### config.mk
export PLATFORM = sky130hd
export DESIGN_NAME = sipo_deser
export DESIGN_NICKNAME = d
export VERILOG_FILES = /design/src/rtl/sipo_pkg.sv /design/src/rtl/sipo_bit_counter.sv /design/src/rtl/sipo_deser.sv
export SDC_FILE = /design/constraint.sdc
export NUM_CORES = 1
export LEC_CHECK = 0
export ABC_CLOCK_PERIOD_IN_PS = 1600
export CAP_MARGIN = 20
export CORE_UTILIZATION = 48
export DETAILED_ROUTE_END_ITERATION = 6
export HOLD_SLACK_MARGIN = 0.05
export PLACE_DENSITY = 0.75
export SLEW_MARGIN = 20
export SYNTH_ARGS = -nofsm -noshare
export SYNTH_HDL_FRONTEND = slang
export SYNTH_SLANG_ARGS = --single-unit
export TNS_END_PERCENT = 1
### constraint.sdc
create_clock -name clk -period 1.6 [get_ports clk]
set_input_delay 0.48 -clock clk [delete_from_list [all_inputs] [get_ports clk]]
set_output_delay 0.48 -clock clk [all_outputs]
set_load 0.05 [all_outputs]
### src/rtl/sipo_pkg.sv
// Shared types and helpers for the sipo_deser serial-to-parallel deserializer.
package sipo_pkg;

   typedef enum logic {
      BUF_EMPTY = 1'b0,
      BUF_FULL  = 1'b1
   } buf_state_e;

   // Width needed to hold a count in 0..n-1; never narrower than one bit.
   function automatic int cnt_width(input int n);
      return (n > 1) ? $clog2(n) : 1;
   endfunction

endpackage

### src/rtl/sipo_bit_counter.sv
// Modulo-N bit counter with enable and synchronous clear; last_o flags cnt_o == N-1.
module sipo_bit_counter
   import sipo_pkg::*;
#(
   parameter int N  = 8,
   parameter int CW = cnt_width(N)
) (
   input  logic          clk,
   input  logic          rst_n,
   input  logic          en_i,
   input  logic          clr_i,
   output logic [CW-1:0] cnt_o,
   output logic          last_o
);

   localparam logic [CW-1:0] CntLast = CW'(N - 1);

   logic [CW-1:0] cnt_q, cnt_d;

   // NOTE: combinational blocks assign a default first so no path leaves cnt_d unassigned (no latch).
   always_comb begin
      cnt_d = cnt_q;
      if (clr_i) begin
         cnt_d = '0;
      end else if (en_i) begin
         cnt_d = last_o ? '0 : cnt_q + CW'(1);
      end
   end

   // NOTE: sequential state uses non-blocking assignments so every flop samples pre-edge values.
   always_ff @(posedge clk or negedge rst_n) begin
      if (!rst_n) begin
         cnt_q <= '0;
      end else begin
         cnt_q <= cnt_d;
      end
   end

   assign cnt_o  = cnt_q;
   assign last_o = (cnt_q == CntLast);

endmodule

### src/rtl/sipo_deser.sv
// Serial-in/parallel-out deserializer with a one-entry valid/ready output buffer.
// Optional trailing even-parity check is enabled by defining PARITY_CHECK_EN.
module sipo_deser
   import sipo_pkg::*;
#(
   parameter int WIDTH     = 8,
   parameter bit LSB_FIRST = 1'b1
) (
   input  logic             clk,
   input  logic             rst_n,
   input  logic             bit_in,
   input  logic             bit_vld,
   input  logic             sync_n,
   output logic [WIDTH-1:0] data_out,
   output logic             data_vld,
   input  logic             data_rdy,
   output logic             ovf,
   output logic             parity_err
);

`ifdef PARITY_CHECK_EN
   localparam int N = WIDTH + 1;
`else
   localparam int N = WIDTH;
`endif
   localparam int CW = cnt_width(N);

   logic             accept, last, complete, shift_en, load, drop;
   logic [CW-1:0]    cnt;
   logic [WIDTH-1:0] sr_q, sr_d, sr_shift, word;
   logic [WIDTH-1:0] data_q;
   logic             ovf_q;
   buf_state_e       state_q;

   assign accept   = bit_vld & sync_n;
   assign complete = accept & last;

   sipo_bit_counter #(
      .N  (N),
      .CW (CW)
   ) u_bit_counter (
      .clk    (clk),
      .rst_n  (rst_n),
      .en_i   (accept),
      .clr_i  (~sync_n),
      .cnt_o  (cnt),
      .last_o (last)
   );

   // Completion is fully described by last; the count value itself is not needed here.
   logic unused_cnt;
   assign unused_cnt = ^cnt;

`ifdef PARITY_CHECK_EN
   // The trailing parity bit is checked but never enters the shift register.
   logic perr_q, perr_new;
   assign shift_en = accept & ~last;
   assign word     = sr_q;
   assign perr_new = (^sr_q) ^ bit_in;
`else
   assign shift_en = accept;
   assign word     = sr_shift;
`endif

   always_comb begin
      if (LSB_FIRST) begin
         sr_shift = {bit_in, sr_q[WIDTH-1:1]};
      end else begin
         sr_shift = {sr_q[WIDTH-2:0], bit_in};
      end
      sr_d = sr_q;
      if (!sync_n) begin
         sr_d = '0;
      end else if (shift_en) begin
         sr_d = sr_shift;
      end
   end

   always_ff @(posedge clk or negedge rst_n) begin
      if (!rst_n) begin
         sr_q <= '0;
      end else begin
         sr_q <= sr_d;
      end
   end

   // A completed frame loads unless the buffer is full and not being drained this edge.
   assign load = complete & ((state_q == BUF_EMPTY) | data_rdy);
   assign drop = complete & ~load;

   always_ff @(posedge clk or negedge rst_n) begin
      if (!rst_n) begin
         state_q <= BUF_EMPTY;
         data_q  <= '0;
         ovf_q   <= 1'b0;
`ifdef PARITY_CHECK_EN
         perr_q  <= 1'b0;
`endif
      end else begin
         if (load) begin
            data_q <= word;
`ifdef PARITY_CHECK_EN
            perr_q <= perr_new;
`endif
         end
         if (drop) begin
            ovf_q <= 1'b1;
         end else if (!sync_n) begin
            ovf_q <= 1'b0;
         end
         case (state_q)
            BUF_EMPTY: if (complete) state_q <= BUF_FULL;
            BUF_FULL:  if (data_rdy && !complete) state_q <= BUF_EMPTY;
         endcase
      end
   end

   assign data_out = data_q;
   assign data_vld = (state_q == BUF_FULL);
   assign ovf      = ovf_q;
`ifdef PARITY_CHECK_EN
   assign parity_err = perr_q;
`else
   assign parity_err = 1'b0;
`endif

endmodule

* Yosys cells after proc, flatten, opt, wreduce, memory -nomap -nowiden
Index checks and enable logic that the tools add are counted.
Storage, ports and cells: flip-flop bits (word level) 21, bits of input ports 6, logic and storage cells 28
Cells by class: $add $sub $neg 1, equality and inequality tests 3, muxes and demuxes 10, bitwise gates (word level) 7, reductions and logical operators 2
Operators by type and width (count):
- $mux W8 | 2
- $mux W3 | 3
- $and A1 B1 Y1 | 4
- $mux W1 | 4
- $ne A2 B1 Y1 const B | 2
- $add A3 B1 Y3 const B | 1
- $eq A3 B3 Y1 const B | 1
- $not A1 Y1 | 2
- $pmux W1 S2 | 1
- $logic_and A1 B1 Y1 | 1
- $logic_not A1 Y1 | 1
- $or A1 B1 Y1 | 1

* Logic depth before layout (Yosys ltp)
depth in word-level cells 6, depth in mapped cells 5, mapped depth without buffers 5

* Cells and area by module
From an unflattened synthesis, not the netlist that was laid out.
Second synthesis, totals: cells, all modules 63, area, all modules 862.1 sq um
Modules (own cells, without submodules):
- sipo_deser | times used 1, cells an instance 50, area each 706.9 sq um, sequential area each 425.4 sq um
- sipo_bit_counter | times used 1, cells an instance 13, area each 155.1 sq um, sequential area each 75.1 sq um

* Worst setup path after synthesis
Ideal clock, no wire load.
path type reg-to-reg, from reg state_q, in the netlist data_vld, to reg data_q[7], in the netlist data_out[7], data arrival time 1367 ps, path slack 109 ps, stages on the path, launching flop included 4, buffers on the path 0, clock period less this slack 1491 ps, cell sequence dfrtp_1 -> and2b_1 -> nor2_4 -> mux2_2
On the way: cells in the longest elaborated chain, start to end 3
Ends and longest elaborated chain:
- start, declared | RTL line sipo_deser.sv:33 | buf_state_e state_q;
- start signal, assigned | RTL line sipo_deser.sv:93 | state_q <= BUF_EMPTY;
- start signal, assigned | RTL line sipo_deser.sv:112 | BUF_EMPTY: if (complete) state_q <= BUF_FULL;
- start signal, assigned | RTL line sipo_deser.sv:113 | BUF_FULL: if (data_rdy && !complete) state_q <= BUF_EMPTY;
- $not A1 Y1
- $or A1 B1 Y1 | RTL line sipo_deser.sv:88 | assign load = complete & ((state_q == BUF_EMPTY) | data_rdy);
- $and A1 B1 Y1 | RTL line sipo_deser.sv:88
- end signal, assigned | RTL line sipo_deser.sv:101 | data_q <= word;
- end, declared | RTL line sipo_deser.sv:31 | logic [WIDTH-1:0] data_q;
Every way passes these cells. A chain may end at the register's enable or synchronous reset.

* Worst setup path in the final report
from in data_rdy, to reg data_q[2], in the netlist data_out[2]
On the way: cells in the longest elaborated chain, start to end 2
Ends and longest elaborated chain:
- start, declared | RTL line sipo_deser.sv:16 | input logic data_rdy,
- $or A1 B1 Y1 | RTL line sipo_deser.sv:88
- $and A1 B1 Y1 | RTL line sipo_deser.sv:88
Every way passes these cells.

==> impl_metrics.csv <==
group,metric,value,unit
outcome,outcome,"complete, no violations",
grt,grt_pass1_wl,2430,µm
layout,fillCellCount,94,
clock_tree,htreeDepth,1,
floorplanning,die_width,44.1,µm
drt,drt-pass1-iter-count,5,
clock_tree,cts-buffers-inserted,3,
clock_tree,max-clock-path-buffers,2,
drt,drtAntennaViolNets,0,
floorplanning,num_rows,14,
worst_setup_path,rr_startpoint,"u_bit_counter.cnt_o[0]$_DFFE_PN0P_",
clock_tree,cts_root_buf,"sky130_fd_sc_hd__clkbuf_4",
yosys,yosys_register_bits,20,
layout,post_route_cells_drive_above_1_share,0.373,
grt,largest_net_degree_at_the_start_of_global_routing,21,
yosys,most_frequent_cells_after_synthesis,"20 x sky130_fd_sc_hd__dfrtp_1, 9 x sky130_fd_sc_hd__nor2b_1, 8 x sky130_fd_sc_hd__mux2_2, 8 x sky130_fd_sc_hd__mux2i_1",
worst_setup_path,critical-path-slowest-cell,"sky130_fd_sc_hd__clkdlybuf4s50_1",
placement,detailed_place_hpwl,989,µm
drt,detailroute.via_count,526,
sta,hold-worst-slack,0.503,ns
sta,period_share,0.960,
layout,final_core_utilization,0.774,
floorplanning,design.core.area,1580,µm²
clock_tree,clock_edge_transition_at_the_registers_on_the_reported_setup_and_hold_paths,0.11,ns
drt,total_wire_length,1490,µm
power_and_ir_drop,power.total,0.830,mW
worst_setup_path,worst_path_largest_cell_delay,0.46,ns
worst_setup_path,start_kind,"input pin",
yosys,synth-edff-count,0,
flow_run,max-cap-violations,0,
clock_tree,post_cts_hold_buffer_count,0,
power_and_ir_drop,static_leakage_power,0.583,nW
worst_setup_path,worst_setup_path_end_kind,"flop",
sta,rsz0062_at_grt,"false",
yosys,syn_inst,61,
yosys,synthesis.area,852,µm²
yosys,ys.warnings.count,0,
layout,n_antenna_cell,0,
clock_tree,clock_tree_from_tritoncts,"done",
placement,buffer_ports.inserted,15,
clock_tree,clock_sinks,20,
power_and_ir_drop,pwr_density_cell,680,nW/µm²
grt,antenna_found_initial,0,
yosys,synth.avg_cell_area,14.0,µm²
worst_setup_path,setup.worst_path.class,"input pin to flop",
drt,wl_per_cell,15.0,µm
layout,synthToLayoutAreaGrowth,43.2,%
sta,final-max-slew-violation-count,0,
floorplanning,initial_core_util,0.540,
floorplanning,floorplan.io_pins,17,
layout,nets,93,
drt,drt_iter0_markers,3,
floorplanning,die-height,44.1,µm
worst_setup_path,reg2reg_slack,0.10,ns
drt,detail_route.drc_violations,0,
hold_path,hold_path.class,"input pin to asynchronous set/reset pin",
worst_setup_path,crit_buf_inv,2,
sta,fmax,0.651,GHz
grt,first_global_vias,527,
worst_setup_path,path_cells,"clkdlybuf4s50_1, and2b_1, nor2_4, buf_12, mux2_2",
floorplanning,die-area,1950,µm²
worst_setup_path,worstRegToRegCells,6,
yosys,yosysTopAreaCellShare,0.587,
clock_tree,clkLatencyLatePin,0.30,ns
yosys,netlist-cell-type-count,17,
worst_setup_path,critical_path.max_fanout,7,
yosys,synth.largest_area_cell,"sky130_fd_sc_hd__dfrtp_1",
sta,worst_clock_skew,0.00834,ns
grt,gr-usage-all-layers,0.182,
worst_setup_path,worstPathArrival,1.74,ns
grt,gr-total-overflow,0,
yosys,synth_nets,69,
yosys,yosys.cell_count.top_type,"sky130_fd_sc_hd__dfrtp_1",
power_and_ir_drop,ir_worst_vdd,763,µV
sta,timing_hold_violations_final,0,
sta,final.min_clock_period,1.54,ns
worst_setup_path,r2r-end,"data_out[2]$_DFFE_PN0P_",
sta,timing.setup.tns,0,ns
yosys,synth_async_sr_flop_share,1.00,
sta,setup_violation_total_in_the_final_timing_report,0,
yosys,synth.top_cells.by_area,"sky130_fd_sc_hd__dfrtp_1 59%, sky130_fd_sc_hd__mux2_2 11%, sky130_fd_sc_hd__mux2i_1 9.4%",
yosys,postSynth.topFlopCell,"sky130_fd_sc_hd__dfrtp_1",
worst_setup_path,critical_path_data_required_time,1.80,ns
yosys,ys_seq_area_frac,0.587,
worst_setup_path,critical_path.top_delay_family,"buffers and inverters",
placement,gp_congestion,0.688,
drt,vias_per_cell,5.31,
-- metrics by stage --
| step | area, µm² | worst slack, ns | instances |
|---|---|---|---|
| 3_3_place_gp | 1140 | -0.279 | 94 |
| 4_1_cts | 1160 | 0.0144 | 97 |
| 3_5_place_dp | 1140 | -0.299 | 94 |
| 2_1_floorplan | 852 | 0.109 | 61 |
| 6_report | 1220 | 0.0639 | 99 |
| 5_1_grt | 1220 | 0.0187 | 99 |
-- power by group --
| group | switching [mW] | internal, mW | total [mW] |
|---|---|---|---|
| clock network | 0.149 | 0.0878 | 0.237 |
| logic | 0.0380 | 0.0365 | 0.0745 |
| registers | 0.00528 | 0.513 | 0.519 |
-- flip-flops by register name (all words and copies together) (netlist names) --
| register | cells |
|---|---|
| u_bit_counter.cnt_o | 3 |
| data_out | 8 |
| sr_q | 7 |
| data_vld | 1 |
| ovf | 1 |
-- per-layer routing --
layer,GRT usage,part of all wire,up-vias
met1,0.244,0.47,261
li1,-,-,248
met5,0,0,-
met3,0.0612,0.032,2
met2,0.265,0.49,15
met4,0.0909,0.0094,0
-- worst max path at each step --
stage | slack [ns] | to | start | depth (start not counted)
after detailed placement | -0.30 | data_out[6]$_DFFE_PN0P_ | data_rdy | 4
final | 0.06 | data_out[2]$_DFFE_PN0P_ | data_rdy | 5
after global placement | -0.28 | data_out[4]$_DFFE_PN0P_ | data_rdy | 4
after CTS | 0.01 | data_out[6]$_DFFE_PN0P_ | data_rdy | 4
after global routing | 0.02 | data_out[1]$_DFFE_PN0P_ | u_bit_counter.cnt_o[0]$_DFFE_PN0P_ | 6
after floorplan | 0.11 | data_out[7]$_DFFE_PN0P_ | data_vld$_DFF_PN0_ | 3
-- cells in the final DEF (no fill, tap or decap), drive strengths merged --
master,Yosys,routed
and2b,1,1
mux2i,8,8
ha,2,2
a31oi,1,1
nand2b,2,2
a21boi,1,1
xor2,1,1
nor2b,9,9
clkdlybuf4s50,0,5
nor2,1,1
nand3,1,1
clkbuf,1,3
mux2,8,8
conb,1,1
dfrtp,20,20
buf,2,17
nand3b,1,1
and2,1,1
-- cell families after synthesis --
group	share of synthesized area
flip-flops	0.587
multiplexers	0.200
AND/OR/NAND/NOR	0.131
buffers and inverters	0.0220
adder cells (fa/ha/maj)	0.0294
AO/OA/AOI/OAI	0.0162
other	0.00440
XOR/XNOR	0.0103
-- cell type report --
type	count	area, µm²	area share
flip-flops and latches	20	500	0.410
clock buffers	3	22.5	0.0185
well taps	16	20.0	0.0164
repair buffers	22	315	0.258
multi-input cells	38	362	0.296
-- worst reg2reg max path, stage by stage (launching register included) --
cell                      delay [ns]
sky130_fd_sc_hd__dfrtp_1        0.37
sky130_fd_sc_hd__ha_1           0.15
sky130_fd_sc_hd__ha_2           0.20
sky130_fd_sc_hd__nand3_4        0.09
sky130_fd_sc_hd__nor2_4         0.15
sky130_fd_sc_hd__buf_12         0.14
sky130_fd_sc_hd__mux2_2         0.32
-- what timing repair did --
| action | in CTS | in global routing |
|---|---|---|
| gates resized for setup | 0 | 7 |
| endpoints found under the setup margin | 0 | 8 |
| setup buffers | 0 | 2 |
Note: power is estimated with default switching activity, not from simulation.
